File: config.mk
export PLATFORM = sky130hd
export DESIGN_NAME = reg_dump_ctrl
export DESIGN_NICKNAME = d
export VERILOG_FILES = /design/src/rtl/reg_dump_pkg.sv /design/src/rtl/reg_dump_ctrl.sv
export SDC_FILE = /design/constraint.sdc
export NUM_CORES = 1
export LEC_CHECK = 0
export CAP_MARGIN = 20
export CORE_UTILIZATION = 45
export DETAILED_ROUTE_END_ITERATION = 10
export GPL_TIMING_DRIVEN = 0
export HOLD_SLACK_MARGIN = 0.03
export PLACE_DENSITY = 0.81
export REMOVE_ABC_BUFFERS = 1
export SLEW_MARGIN = 20
export SYNTH_ARGS = -nofsm -noshare
export SYNTH_HDL_FRONTEND = slang
export SYNTH_SLANG_ARGS = --single-unit
export TNS_END_PERCENT = 1
File: constraint.sdc
create_clock -name clk -period 1.8 [get_ports clk]
set_input_delay 0.36 -clock clk [delete_from_list [all_inputs] [get_ports clk]]
set_output_delay 0.36 -clock clk [all_outputs]
set_load 0.02 [all_outputs]
File: src/rtl/reg_dump_pkg.sv
`default_nettype none
//==============================================================================
// Module      : reg_dump_pkg
// Description : Shared types and defaults for the register-dump reader.
//               DWIDTH/AWIDTH defaults match the reg_file they read from.
// Revision    : 1.0 - initial release
//==============================================================================
package reg_dump_pkg;

    localparam int DWIDTH_DEF = 32;
    localparam int AWIDTH_DEF = 5;

    typedef enum logic [2:0] {
        ST_IDLE = 3'd0,
        ST_READ = 3'd1,
        ST_WAIT = 3'd2,
        ST_SEND = 3'd3,
        ST_DONE = 3'd4
    } state_t;

endpackage : reg_dump_pkg
`default_nettype wire

File: src/rtl/reg_dump_ctrl.sv
`default_nettype none
//==============================================================================
// Module      : reg_dump_ctrl
// Description : Walks an address range of reg_file through one read port and
//               streams each word out over valid/ready. The range may wrap
//               through DEPTH-1 to 0.
//               Optional feature: REG_DUMP_CHECKSUM_EN appends one XOR word
//               of everything sent in the dump.
// Revision    : 1.0 - initial release
//==============================================================================
module reg_dump_ctrl
    import reg_dump_pkg::*;
#(
    parameter int DWIDTH     = DWIDTH_DEF,
    parameter int AWIDTH     = AWIDTH_DEF,
    parameter int RD_LATENCY = 1
) (
    input  logic              clk,
    input  logic              rst,
    input  logic              start,
    input  logic [AWIDTH-1:0] addr_lo,
    input  logic [AWIDTH-1:0] addr_hi,
    output logic [AWIDTH-1:0] ra,
    input  logic [DWIDTH-1:0] rd,
    output logic [DWIDTH-1:0] out_data,
    output logic              out_valid,
    input  logic              out_ready,
    output logic              busy,
    output logic              done
);

    state_t            r_state;
    state_t            w_next;
    logic [AWIDTH-1:0] r_addr;
    logic [AWIDTH-1:0] r_lo;
    logic [AWIDTH:0]   r_count;
    logic [DWIDTH-1:0] r_data;

    logic [AWIDTH-1:0] w_span;
    logic [AWIDTH:0]   w_words;
    logic              w_accept;
    logic              w_capture;
    logic              w_hs;
    logic              w_last_reg;
    logic              w_final;

    // Word count is one more than the modular span, so it needs AWIDTH+1 bits
    assign w_span     = addr_hi - addr_lo;
    assign w_words    = {1'b0, w_span} + {{AWIDTH{1'b0}}, 1'b1};

    assign w_accept   = start && (r_state == ST_IDLE);
    assign w_capture  = ((r_state == ST_READ) && (RD_LATENCY == 0)) || (r_state == ST_WAIT);
    assign w_hs       = (r_state == ST_SEND) && out_ready;
    assign w_last_reg = (r_count == {{AWIDTH{1'b0}}, 1'b1});

`ifdef REG_DUMP_CHECKSUM_EN
    logic [DWIDTH-1:0] r_acc;
    logic              r_csum_phase;
    // The checksum word is the final one; the last register word is not
    assign w_final    = r_csum_phase;
`else
    assign w_final    = w_last_reg;
`endif

    assign ra        = (r_state == ST_IDLE) ? r_lo : r_addr;
    assign out_data  = r_data;
    assign out_valid = (r_state == ST_SEND);
    assign busy      = (r_state != ST_IDLE);
    assign done      = (r_state == ST_DONE);

    // State register
    always_ff @(posedge clk or posedge rst) begin
        if (rst) begin
            r_state <= ST_IDLE;
        end else begin
            r_state <= w_next;
        end
    end

    // Next-state logic: one word per READ[/WAIT]/SEND pass
    always_comb begin
        w_next = r_state;
        case (r_state)
            ST_IDLE: begin
                if (start) begin
                    w_next = ST_READ;
                end
            end
            ST_READ: begin
                w_next = (RD_LATENCY == 0) ? ST_SEND : ST_WAIT;
            end
            ST_WAIT: begin
                w_next = ST_SEND;
            end
            ST_SEND: begin
                if (out_ready) begin
                    if (w_final) begin
                        w_next = ST_DONE;
                    end else begin
`ifdef REG_DUMP_CHECKSUM_EN
                        w_next = w_last_reg ? ST_SEND : ST_READ;
`else
                        w_next = ST_READ;
`endif
                    end
                end
            end
            ST_DONE: begin
                w_next = ST_IDLE;
            end
            default: begin
                w_next = ST_IDLE;
            end
        endcase
    end

    // Address, word counter and output word register
    always_ff @(posedge clk or posedge rst) begin
        if (rst) begin
            r_addr  <= '0;
            r_lo    <= '0;
            r_count <= '0;
            r_data  <= '0;
        end else begin
            if (w_accept) begin
                r_addr  <= addr_lo;
                r_lo    <= addr_lo;
                r_count <= w_words;
            end
            if (w_capture) begin
                r_data <= rd;
            end
            if (w_hs) begin
                r_addr  <= r_addr + 1'b1;
                r_count <= r_count - 1'b1;
`ifdef REG_DUMP_CHECKSUM_EN
                // Swap in the checksum right after the last register word
                if (w_last_reg && !r_csum_phase) begin
                    r_data <= r_acc ^ r_data;
                end
`endif
            end
        end
    end

`ifdef REG_DUMP_CHECKSUM_EN
    // Running XOR of sent words; cleared on each accepted start
    always_ff @(posedge clk or posedge rst) begin
        if (rst) begin
            r_acc        <= '0;
            r_csum_phase <= 1'b0;
        end else if (w_accept) begin
            r_acc        <= '0;
            r_csum_phase <= 1'b0;
        end else if (w_hs) begin
            r_acc <= r_acc ^ r_data;
            if (w_last_reg) begin
                r_csum_phase <= 1'b1;
            end
        end
    end
`endif

endmodule : reg_dump_ctrl
`default_nettype wire
==> impl_metrics.toml, run 1 <==
[placement]
dp_hpwl_um = 4120
place_area_um2 = 3430
place_inst = 350
port_buffers = 85
gp_congestion = 0.749

[clocking]
root_buffer = "clkbuf_8"
htree_levels = 2
clk_path_buf_depth = 2
cts_made_buffers = 5
clkTransAtPathRegs_ns = 0.09
cts_tree = "yes"
cts_sinks = 51
hold_buffers = 0
clock_latency_ns = 0.30

[final_layout]
stdcell_area_um2 = 3780
final_cell_count_no_fill = 372
areaGrowthSynthToFinish_pct = 49.3
nets = 356
drive_gt1_share_pct = 33.8
diodes = 0

[worst_setup_path]
cp_top_family = "flip-flops"
crit_path_start = "r_state[2]$_DFFE_PP0P_"
timing.rr.start = "r_state[0]$_DFFE_PP0P_"
crit_path_cell_trace = "nor3_4 -> buf_6 -> mux2_4 -> buf_6"
cpMostUsedCell = "buf_6"
crit_required_ns = 1.44
crit_path_end_kind = "output port"
arrival_ns = 1.59
worstSetupPathType = "reg2out"
cp_max_fo = 4
cp-start-kind = "register"
cp_num_buf_inv = 2
cp_slowest_cell = "dfrtp_2"
critical-path-max-stage-delay_ns = 0.46

[status]
violations = "setup timing"
status = "complete, but fails checks"

[grt]
antenna_found_initial = 0
grt_util_all_layers_pct = 20.1
grt_pass1_vias = 1879
grt_pass1_wl_um = 9270
grt_remaining_overflow = 0
grt_max_degree = 32

[yosys]
yosysWarnings = 0
yosysUniqueCellTypes = 44
synthCells = 201
synthTopCellsByArea = "dfrtp_1 50%, mux2_2 16%, ha_1 3.9%"
synth_ff_type = "dfrtp_1"
synth.top_cell.area_share_pct = 50.3
netlist_area_um2 = 2530
yosys.area.top_type = "dfrtp_1"
syn_avg_cell_area_um2 = 12.6
synth-async-reset-ratio_pct = 100
yosysSeqAreaShare_pct = 50.3
synth_edf_count = 0
synth_seq_cells = 51

[run]
cap_viol_max_count = 0

[die]
row_count = 26
die_y_um = 77.1
die_w_um = 77.1
die_area_um2 = 5940
io_pins = 86
coreArea_um2 = 5270
initial_core_util_pct = 48.1

[sta]
rsz0062_at_grt = "true"
worstMarginPinSlew_ns = 0.464
slew_headroom_pct = 69.0
clock_skew_ns = 0.00748
setup_viol = 7
finalCritPeriodShare_pct = 108
setup_ws_ns = -0.150
maxClockFrequency_ghz = 0.513
layout_min_cycle_time_ns = 1.95
hold_viol = 0
slew_violations = 0

[route]
firstDrtPassIters = 5
route.detailed.drc = 0
routedWlPerCell_um = 15.7
wl_um = 5860
ant_nets = 0
viasPerCell = 5.28
drt-initial-drc-count = 52
vias = 1963

[pwr]
ir_drop_mv = 0.816
p_leak_nw = 1.64
powerDensity_nw_per_um2 = 1650

[min_path]
hp-class = "in2reg"
holdCritStartpoint = "addr_lo[0]"
[worst register-to-register path, cell delays in order (launching register included)]
cell and delay [ns]:
dfrtp_2 0.44, buf_6 0.12, buf_8 0.13, nor3b_4 0.24, buf_6 0.21, buf_12 0.16
mux2_2 0.35
[per-layer routing]
layer	GRT usage, %	vias up	part of all wire, %
met1	26.4	966	44
met5	0	-	0
met4	4.91	0	0.32
met3	5.36	2	7.0
li1	-	912	-
met2	32.9	83	48
[report_power, final]
part           switching [mW]  internal (mW)
Combinational            1.60           1.92
Sequential              0.369           1.71
Clock                   0.365          0.272
Total                    2.34           3.91
[logic make-up after synthesis]
| kind of cell | share of synthesized area [%] |
|---|---|
| XOR/XNOR | 3.06 |
| buffers and inverters | 4.89 |
| multiplexers | 16.4 |
| flip-flops | 50.3 |
| AND/OR/NAND/NOR | 12.7 |
| adder cells (fa/ha/maj) | 4.74 |
| AO/OA/AOI/OAI | 7.80 |
[cell type report]
type / count / area, um^2
clock buffer: 6 / 72.6
clock inverter: 2 / 12.5
fill: 382 / 1490
inverter: 10 / 37.5
multi-input combinational: 131 / 1260
sequential: 51 / 1280
tap: 70 / 87.6
timing repair buffer: 102 / 1030
[state kept, by name (all words and copies together) (netlist names)]
signal	cells
out_data	32
r_count	6
r_addr	5
r_lo	5
r_state	3
[synthesized netlist by cell type, types with 2 or more instances]
cell,number
dfrtp_1,51
mux2_2,37
nand2_1,16
inv_1,10
nor2_1,9
ha_1,8
a21oi_1,6
xnor2_1,6
buf_6,5
buf_4,4
o21ai_0,4
a211oi_1,2
a21o_1,2
a221o_1,2
a31oi_1,2
nand3_1,2
nand3b_1,2
nand4_1,2
nor2_2,2
nor3_2,2
nor3b_1,2
o211ai_1,2
or3_1,2
[cell usage in the layout (no fill, tap or decap), drive strengths merged, types with 2 or more instances in the layout]
cell | netlist | final
clkdlybuf4s50 | 0 | 73
dfrtp | 51 | 51
mux2 | 37 | 37
buf | 9 | 23
nand2 | 16 | 16
nor2 | 11 | 11
inv | 10 | 10
ha | 8 | 8
clkbuf | 0 | 8
xnor2 | 7 | 7
a21oi | 6 | 6
o21ai | 5 | 5
dlymetal6s2s | 0 | 4
nor3b | 4 | 4
nand3 | 3 | 3
a221o | 2 | 2
a211oi | 2 | 2
nand3b | 2 | 2
a21o | 2 | 2
o211ai | 2 | 2
nand4 | 2 | 2
a31oi | 2 | 2
or3 | 2 | 2
nor3 | 2 | 2
[path summary, 6_finish.rpt]
kind	end	slack [ns]	depth (start not counted)
min reg2reg	r_lo[2]$_DFFE_PP0P_	0.49	2
min	r_lo[0]$_DFFE_PP0P_	0.38	3
max reg2reg	out_data[27]$_DFFE_PP0P_	0.03	6
min in group asynchronous	out_data[26]$_DFFE_PP0P_	0.39	2
max in group asynchronous	r_state[2]$_DFFE_PP0P_	0.88	3
max	ra[4]	-0.15	4
[timing repair]
item | CTS | global route
setup endpoints to repair | 35 | 35
setup buffers | 6 | 8
pin swaps | 4 | 12
gates resized for setup | 35 | 50
[metrics by stage]
stage / total power, mW / hold slack [ns] / utilization, % / setup TNS (ns) / worst slack (ns)
6_report: 6.24 / 0.376 / 71.8 / -0.898 / -0.150
2_1_floorplan: 3.90 / 0.440 / - / -5.88 / -0.182
5_1_grt: 6.62 / 0.402 / 71.8 / -1.82 / -0.200
4_1_cts: 6.01 / 0.393 / 68.4 / -2.78 / -0.233
3_3_place_gp: 5.13 / 0.454 / 64.3 / -61.59 / -0.725
3_5_place_dp: 5.30 / 0.460 / 65.1 / -9.31 / -0.670
Power figures use the tool's default switching activity.
==> run 2: changes to the inputs <==
--- a/config.mk
+++ b/config.mk
@@ -6,11 +6,12 @@
 export NUM_CORES = 1
 export LEC_CHECK = 0
 export CAP_MARGIN = 20
-export CORE_UTILIZATION = 45
+export CORE_UTILIZATION = 47
+export CTS_BUF_LIST = sky130_fd_sc_hd__clkbuf_8
 export DETAILED_ROUTE_END_ITERATION = 10
 export GPL_TIMING_DRIVEN = 0
 export HOLD_SLACK_MARGIN = 0.03
-export PLACE_DENSITY = 0.81
+export PLACE_DENSITY = 0.84
 export REMOVE_ABC_BUFFERS = 1
 export SLEW_MARGIN = 20
 export SYNTH_ARGS = -nofsm -noshare
==> run 2 against run 1 <==
The run still ends with setup timing left. Setup slack worse by 0.048 ns. Wire length up 19%. Power up 3.6%. Critical path type unchanged. Highest routed layer unchanged.
==> impl_metrics.toml, run 2 (same netlist as run 1, synthesis figures left out) <==
[status]
status = "complete, but fails checks"
violations = "setup timing"

[final_layout]
largest_reg_flops = 32
drive_gt1_share_pct = 32.1
layout_common_cells = "73 x clkdlybuf4s50_1, 48 x dfrtp_1, 20 x mux2_2"
final_util_pct = 73.4
areaGrowthSynthToFinish_pct = 48.8
layout_commonest_cell = "clkdlybuf4s50_1"
diodes = 0
final_cell_count_no_fill = 369
nets = 353
fill_cells = 354

[clocking]
cts_sinks = 51
htree_levels = 2
cts_tree = "yes"
clkTransAtPathRegs_ns = 0.09
clk_path_buf_depth = 2
cts_made_buffers = 5
root_buffer = "clkbuf_8"
hold_buffers = 0
clock_latency_ns = 0.31

[sta]
setup_viol = 19
setup_ws_ns = -0.198
layout_min_cycle_time_ns = 2.00
hold_viol = 0
maxClockFrequency_ghz = 0.500
finalCritPeriodShare_pct = 111
rsz0062_at_grt = "true"
clock_skew_ns = 0.00894
worstMarginPinSlew_ns = 0.460
slew_violations = 0
slew_headroom_pct = 69.3

[worst_setup_path]
arrival_ns = 1.64
crit_required_ns = 1.44
cp-start-kind = "register"
worstSetupPathType = "reg2out"
cp_max_fo = 3
crit_path_end_kind = "output port"

[die]
die_w_um = 75.4
die_y_um = 75.4
coreArea_um2 = 5140
die_area_um2 = 5690
row_count = 26
initial_core_util_pct = 49.3
io_pins = 86

[placement]
gp_congestion = 0.733
place_inst = 350
port_buffers = 85
dp_hpwl_um = 4510

[route]
wl_um = 6960
vias = 1962
viasPerCell = 5.32
firstDrtPassIters = 4
routedWlPerCell_um = 18.9
drt-initial-drc-count = 79
route.detailed.drc = 0
ant_nets = 0

[grt]
grt_max_degree = 33
grt_pass1_wl_um = 9200
grt_pass1_vias = 1854
grt_remaining_overflow = 0
antenna_found_initial = 0
grt_util_all_layers_pct = 22.5

[pwr]
powerDensity_nw_per_um2 = 1720
ir_drop_mv = 0.784
p_leak_nw = 1.63

[min_path]
hp-class = "in2async"

[run]
cap_viol_max_count = 0
run 2: through the flow:
step / total power [mW] / area [um^2] / TNS (ns) / hold slack [ns] / setup WS, ns
after floorplan: 3.90 / 2450 / -5.88 / 0.440 / -0.182
after global placement: 5.13 / 3390 / -59.52 / 0.454 / -0.696
after detailed placement: 5.37 / 3440 / -9.00 / 0.462 / -0.704
after CTS: 6.08 / 3620 / -1.85 / 0.397 / -0.146
after global routing: 6.79 / 3770 / -3.59 / 0.440 / -0.232
final: 6.47 / 3770 / -2.11 / 0.382 / -0.198
run 2: final timing paths:
| path | startpoint | to | slack, ns | cells past startpoint |
|---|---|---|---|---|
| worst max-delay path | r_state[2]$_DFFE_PP0P_ | ra[0] | -0.20 | 4 |
| worst min-delay path | rst | out_data[28]$_DFFE_PP0P_ | 0.38 | 2 |
| worst max register to register | r_state[2]$_DFFE_PP0P_ | out_data[27]$_DFFE_PP0P_ | -0.13 | 5 |
| worst min register to register | r_lo[2]$_DFFE_PP0P_ | r_lo[2]$_DFFE_PP0P_ | 0.49 | 2 |
| max in group asynchronous | rst | r_state[2]$_DFFE_PP0P_ | 0.89 | 3 |
| min in group clk | addr_lo[0] | r_lo[0]$_DFFE_PP0P_ | 0.45 | 3 |
run 2: routing by layer:
layer  share of wire, %  wire length (um)  vias to the layer above  global-route usage, %
li1                   -                 -                      905                      -
met1                 41              2830                      966                   25.6
met2                 50              3460                       83                   40.9
met3                7.9               548                        8                   6.48
met4                1.7               121                        0                   6.79
met5                  0                 0                        -                      0
run 2: cell type report:
type / instances / area, um^2 / share of cell area [%]
repair buffers: 99 / 1010 / 26.7
clock buffers: 5 / 68.8 / 1.82
well taps: 70 / 87.6 / 2.32
inverters: 10 / 37.5 / 0.995
clock inverters: 3 / 16.3 / 0.431
multi-input cells: 131 / 1270 / 33.8
flip-flops and latches: 51 / 1280 / 33.9
run 2: power by group:
group / switching (mW) / total [mW] / internal, mW
clock network: 0.389 / 0.656 / 0.267
registers: 0.435 / 2.15 / 1.71
logic: 1.68 / 3.66 / 1.98
run 2: critical path, stage by stage (launching register included):
cell and delay, ns:
dfrtp_2 0.47, nor3_4 0.26, buf_6 0.16, mux2_4 0.31
buf_6 0.13
run 2: repair_timing:
action                                  4_1_cts  5_1_grt
buffers inserted                              6        5
gates resized for setup                      56       35
pin swaps                                    14        3
endpoints found under the setup margin       31       32
==> run 3: changes to the inputs <==
--- a/config.mk
+++ b/config.mk
@@ -9,7 +9,6 @@
 export CORE_UTILIZATION = 47
 export CTS_BUF_LIST = sky130_fd_sc_hd__clkbuf_8
 export DETAILED_ROUTE_END_ITERATION = 10
-export GPL_TIMING_DRIVEN = 0
 export HOLD_SLACK_MARGIN = 0.03
 export PLACE_DENSITY = 0.84
 export REMOVE_ABC_BUFFERS = 1
==> run 3 against run 2 <==
The run still ends with setup timing left. Power is 4.0% lower. Via count is 0.71% lower. Non-clock buffer count is 6 higher. Setup slack better by 0.081 ns. Critical path depth is 4 higher. Flip-flop and latch count stayed put. Hold slack worse by 0.0093 ns. Critical path type is now in2reg. Largest cell class unchanged. Largest power group unchanged. Highest routed layer unchanged.
==> impl_metrics.toml, run 3 (same netlist as run 1, synthesis figures left out) <==
[sta]
maxClockFrequency_ghz = 0.522
worstMarginPinSlew_ns = 0.444
layout_min_cycle_time_ns = 1.92
slew_headroom_pct = 70.4
hold_viol = 0
fin_setup_tns_ns = -0.732
finalCritPeriodShare_pct = 106
clock_skew_ns = 0.00514
rsz0062_at_grt = "true"
slew_violations = 0
setup_viol = 9
setup_ws_ns = -0.117

[pwr]
p_leak_nw = 1.62
seqPwrFrac_pct = 33.0
combPwrFrac_pct = 56.3
clkPwrFrac_pct = 10.6
powerDensity_nw_per_um2 = 1650
p_sw_share_pct = 38.0
p_sw_mw = 2.36
finalPower_mw = 6.21
ir_drop_mv = 0.772
intPower_mw = 3.85

[placement]
place_ws_ns = -0.661
dp_hpwl_um = 4530
gp_congestion = 0.794
port_buffers = 85
place_area_um2 = 3570

[clocking]
clk_path_buf_depth = 2
cts_tree = "yes"
root_buffer = "clkbuf_8"
clkTransAtPathRegs_ns = 0.09
htree_levels = 2
cts_made_buffers = 5
cts_sinks = 51
clock_latency_ns = 0.30

[worst_setup_path]
cp_max_fo = 4
cp_slowest_cell = "clkdlybuf4s50_1"
cp_top_family = "buffers and inverters"
cp_num_buf_inv = 2
r2r_setup_slack_ns = 0.20
cp-start-kind = "input pin"
timing.rr.start = "r_state[2]$_DFFE_PP0P_"
arrival_ns = 2.12
crit_path_end_kind = "register"
worstSetupPathType = "in2reg"
crit_path_cell_trace = "clkdlybuf4s50_1 -> inv_1 -> ha_2 -> nand3b_1 -> a21boi_1 -> and4bb_2 -> xnor2_2 -> o21ai_2"
crit_path_start = "addr_lo[2]"
crit_required_ns = 2.00
critical-path-max-stage-delay_ns = 0.48

[final_layout]
final_util_pct = 73.3
diodes = 0
largest_reg_flops = 32
nets = 359
seqCellArea_um2 = 1280
areaGrowthSynthToFinish_pct = 48.6
multiInputGateArea_um2 = 1230
fill_cells = 366
drive_gt1_share_pct = 32.5
stdcell_area_um2 = 3770
layout_common_cells = "75 x clkdlybuf4s50_1, 51 x dfrtp_1, 32 x mux2_2"
layout_commonest_cell = "clkdlybuf4s50_1"

[route]
wl_um = 6000
route.detailed.drc = 0
drt-initial-drc-count = 64
routedWlPerCell_um = 16.0
viasPerCell = 5.19
vias = 1948
ant_nets = 0
firstDrtPassIters = 4

[die]
die_area_um2 = 5690
io_pins = 86
coreArea_um2 = 5140
row_count = 26
initial_core_util_pct = 49.3
die_w_um = 75.4
die_y_um = 75.4

[grt]
grtUsageMet2_pct = 37.1
antenna_found_initial = 0
met1_usage_pct = 24.8
grt_util_all_layers_pct = 21.2
grt_pass1_vias = 1899
met3_usage_pct = 5.42
grt_max_degree = 33
grt_pass1_wl_um = 8860
busiest_layer = "met2"
grt_remaining_overflow = 0

[run]
cap_viol_max_count = 0

[status]
status = "complete, but fails checks"
violations = "setup timing"

[min_path]
hp-class = "in2async"
## run 3: power by group through the flow
stage | combinational, mW | sequential, mW | clock [mW]
2_1_floorplan | 1.37 | 2.53 | 0
3_3_place_gp | 3.29 | 2.02 | 0
3_5_place_dp | 3.38 | 2.07 | 0
4_1_cts | 3.34 | 2.05 | 0.679
5_1_grt | 3.74 | 2.12 | 0.729
6_report | 3.50 | 2.05 | 0.662
## run 3: worst paths after layout
path,to,depth (start not counted)
max,r_count[4]$_DFFE_PP0P_,8
min,out_data[9]$_DFFE_PP0P_,2
max reg2reg,r_count[2]$_DFFE_PP0P_,5
min reg2reg,r_lo[1]$_DFFE_PP0P_,1
max in group asynchronous,r_addr[0]$_DFFE_PP0P_,3
min in group clk,r_lo[0]$_DFFE_PP0P_,3
## run 3: cell type report
class / count / share of cell area [%]
clock buffers: 5 / 1.83
clock inverters: 3 / 0.631
flip-flops and latches: 51 / 33.9
repair buffers: 105 / 27.7
well taps: 70 / 2.32
inverters: 10 / 0.996
multi-input cells: 131 / 32.7
## run 3: layer usage
metal	vias up	wire (um)
met5	-	0
met4	0	73
met2	74	2940
li1	917	-
met3	8	517
met1	949	2470
## run 3: metrics by stage
| step | hold WS (ns) | instances |
|---|---|---|
| global route | 0.390 | 375 |
| CTS | 0.379 | 375 |
| detailed placement | 0.463 | 367 |
| finish | 0.372 | 375 |
| global placement | 0.453 | 367 |
| floorplan | 0.440 | 192 |
## run 3: what timing repair did
| action | 4_1_cts | 5_1_grt |
|---|---|---|
| hold buffers | 0 | 0 |
| endpoints found under the setup margin | 13 | 13 |
| buffers inserted | 0 | 0 |
| pin swaps | 2 | 8 |
| resized for setup | 32 | 34 |
